[config.mk]
export PLATFORM = sky130hd
export DESIGN_NAME = mem_fairness_monitor
export DESIGN_NICKNAME = d
export VERILOG_FILES = /design/src/rtl/mem_fairness_pkg.sv /design/src/rtl/mem_fairness_monitor_counter.sv /design/src/rtl/mem_fairness_monitor.sv
export SDC_FILE = /design/constraint.sdc
export NUM_CORES = 1
export LEC_CHECK = 0
export ABC_AREA = 1
export ABC_CLOCK_PERIOD_IN_PS = 2270
export CAP_MARGIN = 25
export CORE_MARGIN = 2
export CORE_UTILIZATION = 44
export DETAILED_ROUTE_END_ITERATION = 16
export DONT_BUFFER_PORTS = 1
export GPL_TIMING_DRIVEN = 0
export PLACE_DENSITY = 0.61
export SYNTH_ARGS = -nofsm -noshare
export SYNTH_HDL_FRONTEND = slang
export SYNTH_SLANG_ARGS = --single-unit
[constraint.sdc]
create_clock -name g_clk -period 2.27 [get_ports g_clk]
set_input_delay 0.5675 -clock g_clk [delete_from_list [all_inputs] [get_ports g_clk]]
set_output_delay 0.5675 -clock g_clk [all_outputs]
set_load 0.02 [all_outputs]
[src/rtl/mem_fairness_pkg.sv]
// Shared types and payload layout for the memory-bus / sleep fairness monitor.
// Used by mem_fairness_monitor, fairness_counter and the benches.
package mem_fairness_pkg;

   localparam int unsigned ADDR_W    = 64;
   localparam int unsigned WEN_W     = 1;
   localparam int unsigned STRB_W    = 8;
   localparam int unsigned DATA_W    = 64;

   localparam int unsigned ADDR_LSB  = 0;
   localparam int unsigned WEN_LSB   = ADDR_LSB + ADDR_W;
   localparam int unsigned STRB_LSB  = WEN_LSB + WEN_W;
   localparam int unsigned DATA_LSB  = STRB_LSB + STRB_W;
   localparam int unsigned PAYLOAD_W = DATA_LSB + DATA_W;

   localparam int unsigned CW_DEF    = 5;

   typedef enum logic [1:0] {
      STALL,
      STABLE,
      RESP,
      SLEEP
   } viol_kind_e;

   function automatic logic [PAYLOAD_W-1:0] pack_payload(
      input logic [ADDR_W-1:0] addr,
      input logic [WEN_W-1:0]  wen,
      input logic [STRB_W-1:0] strb,
      input logic [DATA_W-1:0] data
   );
      logic [PAYLOAD_W-1:0] p;
      p = '0;
      p[ADDR_LSB +: ADDR_W] = addr;
      p[WEN_LSB  +: WEN_W]  = wen;
      p[STRB_LSB +: STRB_W] = strb;
      p[DATA_LSB +: DATA_W] = data;
      return p;
   endfunction

endpackage

[src/rtl/mem_fairness_monitor_counter.sv]
// Saturating counter with a sticky, registered at-threshold flag.
// With MEM_FAIRNESS_ASSUME_EN defined, reaching the threshold is assumed away.
module fairness_counter
   import mem_fairness_pkg::*;
#(
   parameter int unsigned CW  = CW_DEF,
   parameter int unsigned THR = 5
) (
   input  logic          clk,
   input  logic          rst_n,
   input  logic          inc_i,
   input  logic          clr_i,
   input  logic          flag_clr_i,
   output logic [CW-1:0] cnt_o,
   output logic          at_thr_o
);

   localparam logic [CW-1:0] THR_C = CW'(THR);

   logic [CW-1:0] cnt_q, cnt_d;
   logic          flag_q, flag_d;
   logic          hit;

   always_comb begin
      // NOTE: every comb output gets a default first, so no path can infer a latch.
      cnt_d = cnt_q;
      if (clr_i) begin
         cnt_d = '0;
      end else if (inc_i && (cnt_q != '1)) begin
         cnt_d = cnt_q + CW'(1);
      end
      hit    = (cnt_d >= THR_C);
      // A new hit outranks the flag clear arriving in the same cycle.
      flag_d = (flag_q & ~flag_clr_i) | hit;
   end

   // NOTE: state registers use non-blocking assignments so all flops update together.
   always_ff @(posedge clk or negedge rst_n) begin
      if (!rst_n) begin
         cnt_q  <= '0;
         flag_q <= 1'b0;
      end else begin
         cnt_q  <= cnt_d;
         flag_q <= flag_d;
      end
   end

   assign cnt_o    = cnt_q;
   assign at_thr_o = flag_q;

`ifdef MEM_FAIRNESS_ASSUME_EN
   always_comb begin
      if (rst_n) begin
         assume (!hit);
      end
   end
`endif

endmodule

[src/rtl/mem_fairness_monitor.sv]
// Per-channel stall / stability / response checks plus WFI sleep watchdog.
// Define MEM_FAIRNESS_ASSUME_EN to turn every violation condition into an assume.
module mem_fairness_monitor
   import mem_fairness_pkg::*;
#(
   parameter int unsigned NCH       = 2,
   parameter int unsigned PW        = PAYLOAD_W,
   parameter int unsigned CW        = CW_DEF,
   parameter int unsigned MAX_STALL = 5,
   parameter int unsigned MAX_SLEEP = 10
) (
   input  logic              g_clk,
   input  logic              g_resetn,
   input  logic [NCH-1:0]    ch_req,
   input  logic [NCH-1:0]    ch_gnt,
   input  logic [NCH-1:0]    ch_err,
   input  logic [NCH*PW-1:0] ch_payload,
   input  logic              wfi_sleep,
   input  logic              clear,
   output logic [NCH*CW-1:0] stall_cnt,
   output logic [CW-1:0]     sleep_cnt,
   output logic [NCH-1:0]    viol_stall,
   output logic [NCH-1:0]    viol_stable,
   output logic [NCH-1:0]    viol_resp,
   output logic              viol_sleep,
   output logic              viol_any
);

   logic [NCH-1:0]         stall_inc;
   logic [NCH-1:0]         pend_q, pend_d;
   logic [NCH-1:0]         gnt_q, gnt_d;
   logic [NCH-1:0]         stable_set, resp_set;
   logic [NCH-1:0]         stable_q, stable_d;
   logic [NCH-1:0]         resp_q, resp_d;
   logic [NCH-1:0][PW-1:0] pl_q, pl_d;

   always_comb begin
      stall_inc  = '0;
      pend_d     = '0;
      gnt_d      = '0;
      stable_set = '0;
      resp_set   = '0;
      pl_d       = pl_q;
      for (int i = 0; i < NCH; i++) begin
         stall_inc[i]  = ch_req[i] & ~ch_gnt[i];
         pend_d[i]     = stall_inc[i];
         gnt_d[i]      = ch_req[i] & ch_gnt[i];
         if (stall_inc[i]) begin
            pl_d[i] = ch_payload[i*PW +: PW];
         end
         stable_set[i] = pend_q[i] & (~ch_req[i] | (ch_payload[i*PW +: PW] != pl_q[i]));
         resp_set[i]   = ch_err[i] & ~gnt_q[i];
      end
      stable_d = (stable_q & {NCH{~clear}}) | stable_set;
      resp_d   = (resp_q   & {NCH{~clear}}) | resp_set;
   end

   always_ff @(posedge g_clk or negedge g_resetn) begin
      if (!g_resetn) begin
         pend_q   <= '0;
         gnt_q    <= '0;
         stable_q <= '0;
         resp_q   <= '0;
         // NOTE: the payload store is reset as well, so no state is X out of reset even though pend_q gates its use.
         pl_q     <= '0;
      end else begin
         pend_q   <= pend_d;
         gnt_q    <= gnt_d;
         stable_q <= stable_d;
         resp_q   <= resp_d;
         pl_q     <= pl_d;
      end
   end

   for (genvar i = 0; i < NCH; i++) begin : g_stall
      fairness_counter #(
         .CW  (CW),
         .THR (MAX_STALL)
      ) u_stall_ctr (
         .clk        (g_clk),
         .rst_n      (g_resetn),
         .inc_i      (stall_inc[i]),
         .clr_i      (~stall_inc[i]),
         .flag_clr_i (clear),
         .cnt_o      (stall_cnt[i*CW +: CW]),
         .at_thr_o   (viol_stall[i])
      );
   end

   fairness_counter #(
      .CW  (CW),
      .THR (MAX_SLEEP)
   ) u_sleep_ctr (
      .clk        (g_clk),
      .rst_n      (g_resetn),
      .inc_i      (wfi_sleep),
      .clr_i      (~wfi_sleep),
      .flag_clr_i (clear),
      .cnt_o      (sleep_cnt),
      .at_thr_o   (viol_sleep)
   );

   assign viol_stable = stable_q;
   assign viol_resp   = resp_q;
   assign viol_any    = (|viol_stall) | (|stable_q) | (|resp_q) | viol_sleep;

`ifdef MEM_FAIRNESS_ASSUME_EN
   initial assume (!g_resetn);

   always_comb begin
      if (g_resetn) begin
         assume (stable_set == '0);
         assume (resp_set == '0);
      end
   end
`endif

endmodule

==> metrics.md <==
| Metric | Value |
|---|---|
| Status | `finished, violations left` |
| Violated checks | `hold timing` |
| Fin Setup TNS | `0 ns` |
| Fill cell count | `3489` |
| Worst Path Required | `1.70 ns` |
| Unrepaired setup endpoints after global routing | `no` |
| Synth warn | `0` |
| Nets | `2522` |
| Worst-Margin Slew | `0.918 ns` |
| Leak | `9.18 nW` |
| DRC errors left | `0` |
| Most frequent cells in the layout | `953 x nand2_1, 322 x inv_1, 298 x dfrtp_1` |
| Max VDD drop | `0.000656 V` |
| Core area | `35500 um^2` |
| Synth top area share | `a little under half` |
| Crit. End Element | `output pin` |
| WL final | `40.1 mm` |
| Clock Pin Slew Worst Setup and Hold Paths | `0.06 ns` |
| H-tree levels | `2` |
| Slew Viols, Final | `0` |
| Clk sink count | `300` |
| Die Wd | `around 190 um` |
| R2r endpoint | `g_stall[1].u_stall_ctr.at_thr_o` |
| Synth cell types | `24` |
| Num CTS Buffers | `36` |
| Cell taking the most area after synthesis | `dfrtp_1` |
| Vias in the first global route | `13.3k` |
| HPWL after DPL | `29.7 mm` |
| Max_cap viols | `0` |
| DIE AREA | `between 30000 and 40000 um^2` |
| CP startpoint kind | `flop` |
| I/O Buffers | `0` |
| Critical setup path kind | `reg2out` |
| Final Skew | `0.00554 ns` |
| Drt wl/cell | `14.8 um` |
| Critical-path top delay cell | `dfrtp_1` |
| Netlist Area Pre-Place | `15800 um^2` |
| Seq cells post-synth | `300` |
| CP peak stage delay | `about 0.50 ns` |
| Layout cell share with drive strength beyond 1 | `6.34%` |
| Initial antenna violation count | `0` |
| Reg-to-reg slack, setup | `between 0.2 and 0.3 ns` |
| R2R Path Start | `g_stall[1].u_stall_ctr.cnt_o[0]` |
| CTS tree | `yes` |
| Max Clk Rate | `0.482 GHz` |
| Pre-antenna DRT Iters | `5` |
| Diode count | `0` |
| Io pins | `307` |
| Via count | `13.0k` |
| # rows | `69` |
| Clock Path Buffers | `3` |
| First-pass GRT wire length | `66.9 mm` |
| Layout area overhead | `11.1%` |
| Post-Synthesis Net Count | `2484` |
| Clk_lat worst skew | `about 0.53 ns` |
| Die height | `194 um` |
| Fin Hold WS | `-0.269 ns` |
| Final min period | `2.07 ns` |
| Final setup fails | `0` |
| Commonest non-fill, non-tap cell in the layout | `nand2_1` |
| DR iter-0 viols | `721` |
| Synth top area cells | `dfrtp_1 47%, nand2_1 23%, inv_1 7.6%, o21ai_0 5.6%, xnor2_1 5.5%` |
| Gpl congestion | `0.805` |
| Reg2Reg Depth | `12` |
| Period utilization | `91.3%` |
| Starting Density | `44.6%` |
| Root Buffer | `clkbuf_16` |
| Crit-path cells | `nor4_2, nand2_1` |
| Worst Path Arrival | `between 1.5 and 2 ns` |
| Largest net degree at the start of global routing | `301` |
| Crit path max fanout | `3` |
| Total GRT Usage | `21.9%` |
| Pwr Density | `796 nW/um^2` |
| Endpoints failing hold | `300` |
| Avg Cell Area, Syn | `7.21 um^2` |
| Syn Inst Count | `2194` |
| Total grt overflow | `0` |
| Post-synthesis sequential area ratio | `47.5%` |
| Vias per cell | `around 4.8` |
| Postcts setup bufs | `0` |
| Worst hold path class | `in2async` |
| Max transition margin | `about two fifths` |
| Final ANT Viol Nets | `0` |
==> flip-flops by register name, summed over array words and instances, names as in the netlist <==
signal                        cells
gnt_q                             2
pend_q                            2
u_sleep_ctr.cnt_o                 5
viol_resp                         2
viol_stable                       2
g_stall.u_stall_ctr.cnt_o        10
pl_q                            274
u_sleep_ctr.at_thr_o              1
g_stall.u_stall_ctr.at_thr_o      2
==> cells in the mapped netlist <==
cell and instances:
dfrtp_1 300, xor2_1 4, o22ai_1 1, nand2_1 953
o21ai_1 11, buf_2 25, a21oi_2 1, nand4_1 48
nor2_1 123, inv_1 322, nor2_4 2, or2_2 34
xnor2_1 99, o21ai_0 178, ha_1 6, a31oi_1 1
inv_2 5, nor3_2 1, buf_4 18, clkbuf_1 19
a21oi_1 9, nor4_1 1, nor3_1 11, nand3_1 22
==> per-stage QoR <==
stage	setup WS, ns	utilization [%]	cell area [um^2]	total power [mW]	std cells
3_3_place_gp	0.276	46.2	16400	8.29	2655
5_1_grt	0.00333	49.5	17600	14.8	2717
4_1_cts	0.119	49.5	17600	14.2	2717
3_5_place_dp	0.193	46.2	16400	8.38	2655
6_report	0.197	49.5	17600	14.0	2717
2_1_floorplan	0.526	-	15800	7.94	2194
==> repair_timing <==
item,in CTS,in global routing
gates resized for setup,0,3
endpoints found under the hold margin,300,300
setup endpoints to repair,0,3
==> metal layers <==
metal / track usage, % / vias up / routed length, um
met3: 9.88 / 55 / 4240
met1: 25.7 / 5968 / 16400
met4: 5.77 / 0 / 880
met5: 0 / - / 0
li1: - / 6672 / -
met2: 36.5 / 290 / 18600
==> final cells by class <==
| class | count | area (um^2) | area share [%] |
|---|---|---|---|
| multi-input combinational | 1505 | 6750 | 38.4 |
| buffer | 62 | 332 | 1.89 |
| clock inverter | 5 | 50.0 | 0.285 |
| inverter | 327 | 1230 | 6.99 |
| clock buffer | 57 | 1120 | 6.38 |
| sequential | 300 | 7510 | 42.7 |
| tap | 461 | 577 | 3.28 |
==> critical path: cells and delay by family (launching register included) <==
kind             cells  cell delay [ns]
DFF                  1             0.50
and+or+nand+nor      2             0.48
==> where the power goes <==
part	internal, mW	switching, mW
Combinational	0.832	1.05
Clock	3.48	2.23
Sequential	5.99	0.406
==> how the worst max path moves through the flow <==
stage,startpoint,end,slack [ns],cells after the start
floorplan,g_stall[1].u_stall_ctr.cnt_o[0],g_stall[1].u_stall_ctr.at_thr_o,0.53,12
global placement,g_stall[1].u_stall_ctr.cnt_o[1],g_stall[1].u_stall_ctr.at_thr_o,0.28,9
detailed placement,g_stall[1].u_stall_ctr.cnt_o[1],g_stall[1].u_stall_ctr.at_thr_o,0.19,9
CTS,viol_stable[0],viol_any,0.12,2
global route,g_stall[1].u_stall_ctr.cnt_o[0],g_stall[1].u_stall_ctr.at_thr_o,0.003,12
finish,viol_stable[0],viol_any,0.20,2
==> cell families (layout without fill, tap and decap cells) <==
logic type	after synthesis	in the layout	synth area share (%)
AOI/OAI and AO/OA	201	201	6.40
xor gates and xnor gates	103	103	5.71
adders and majority gates	6	6	0.475
buffers and inverters	389	451	9.86
DFF	300	300	47.5
and+or+nand+nor	1195	1195	30.1
(Power assumes the default switching activity.)
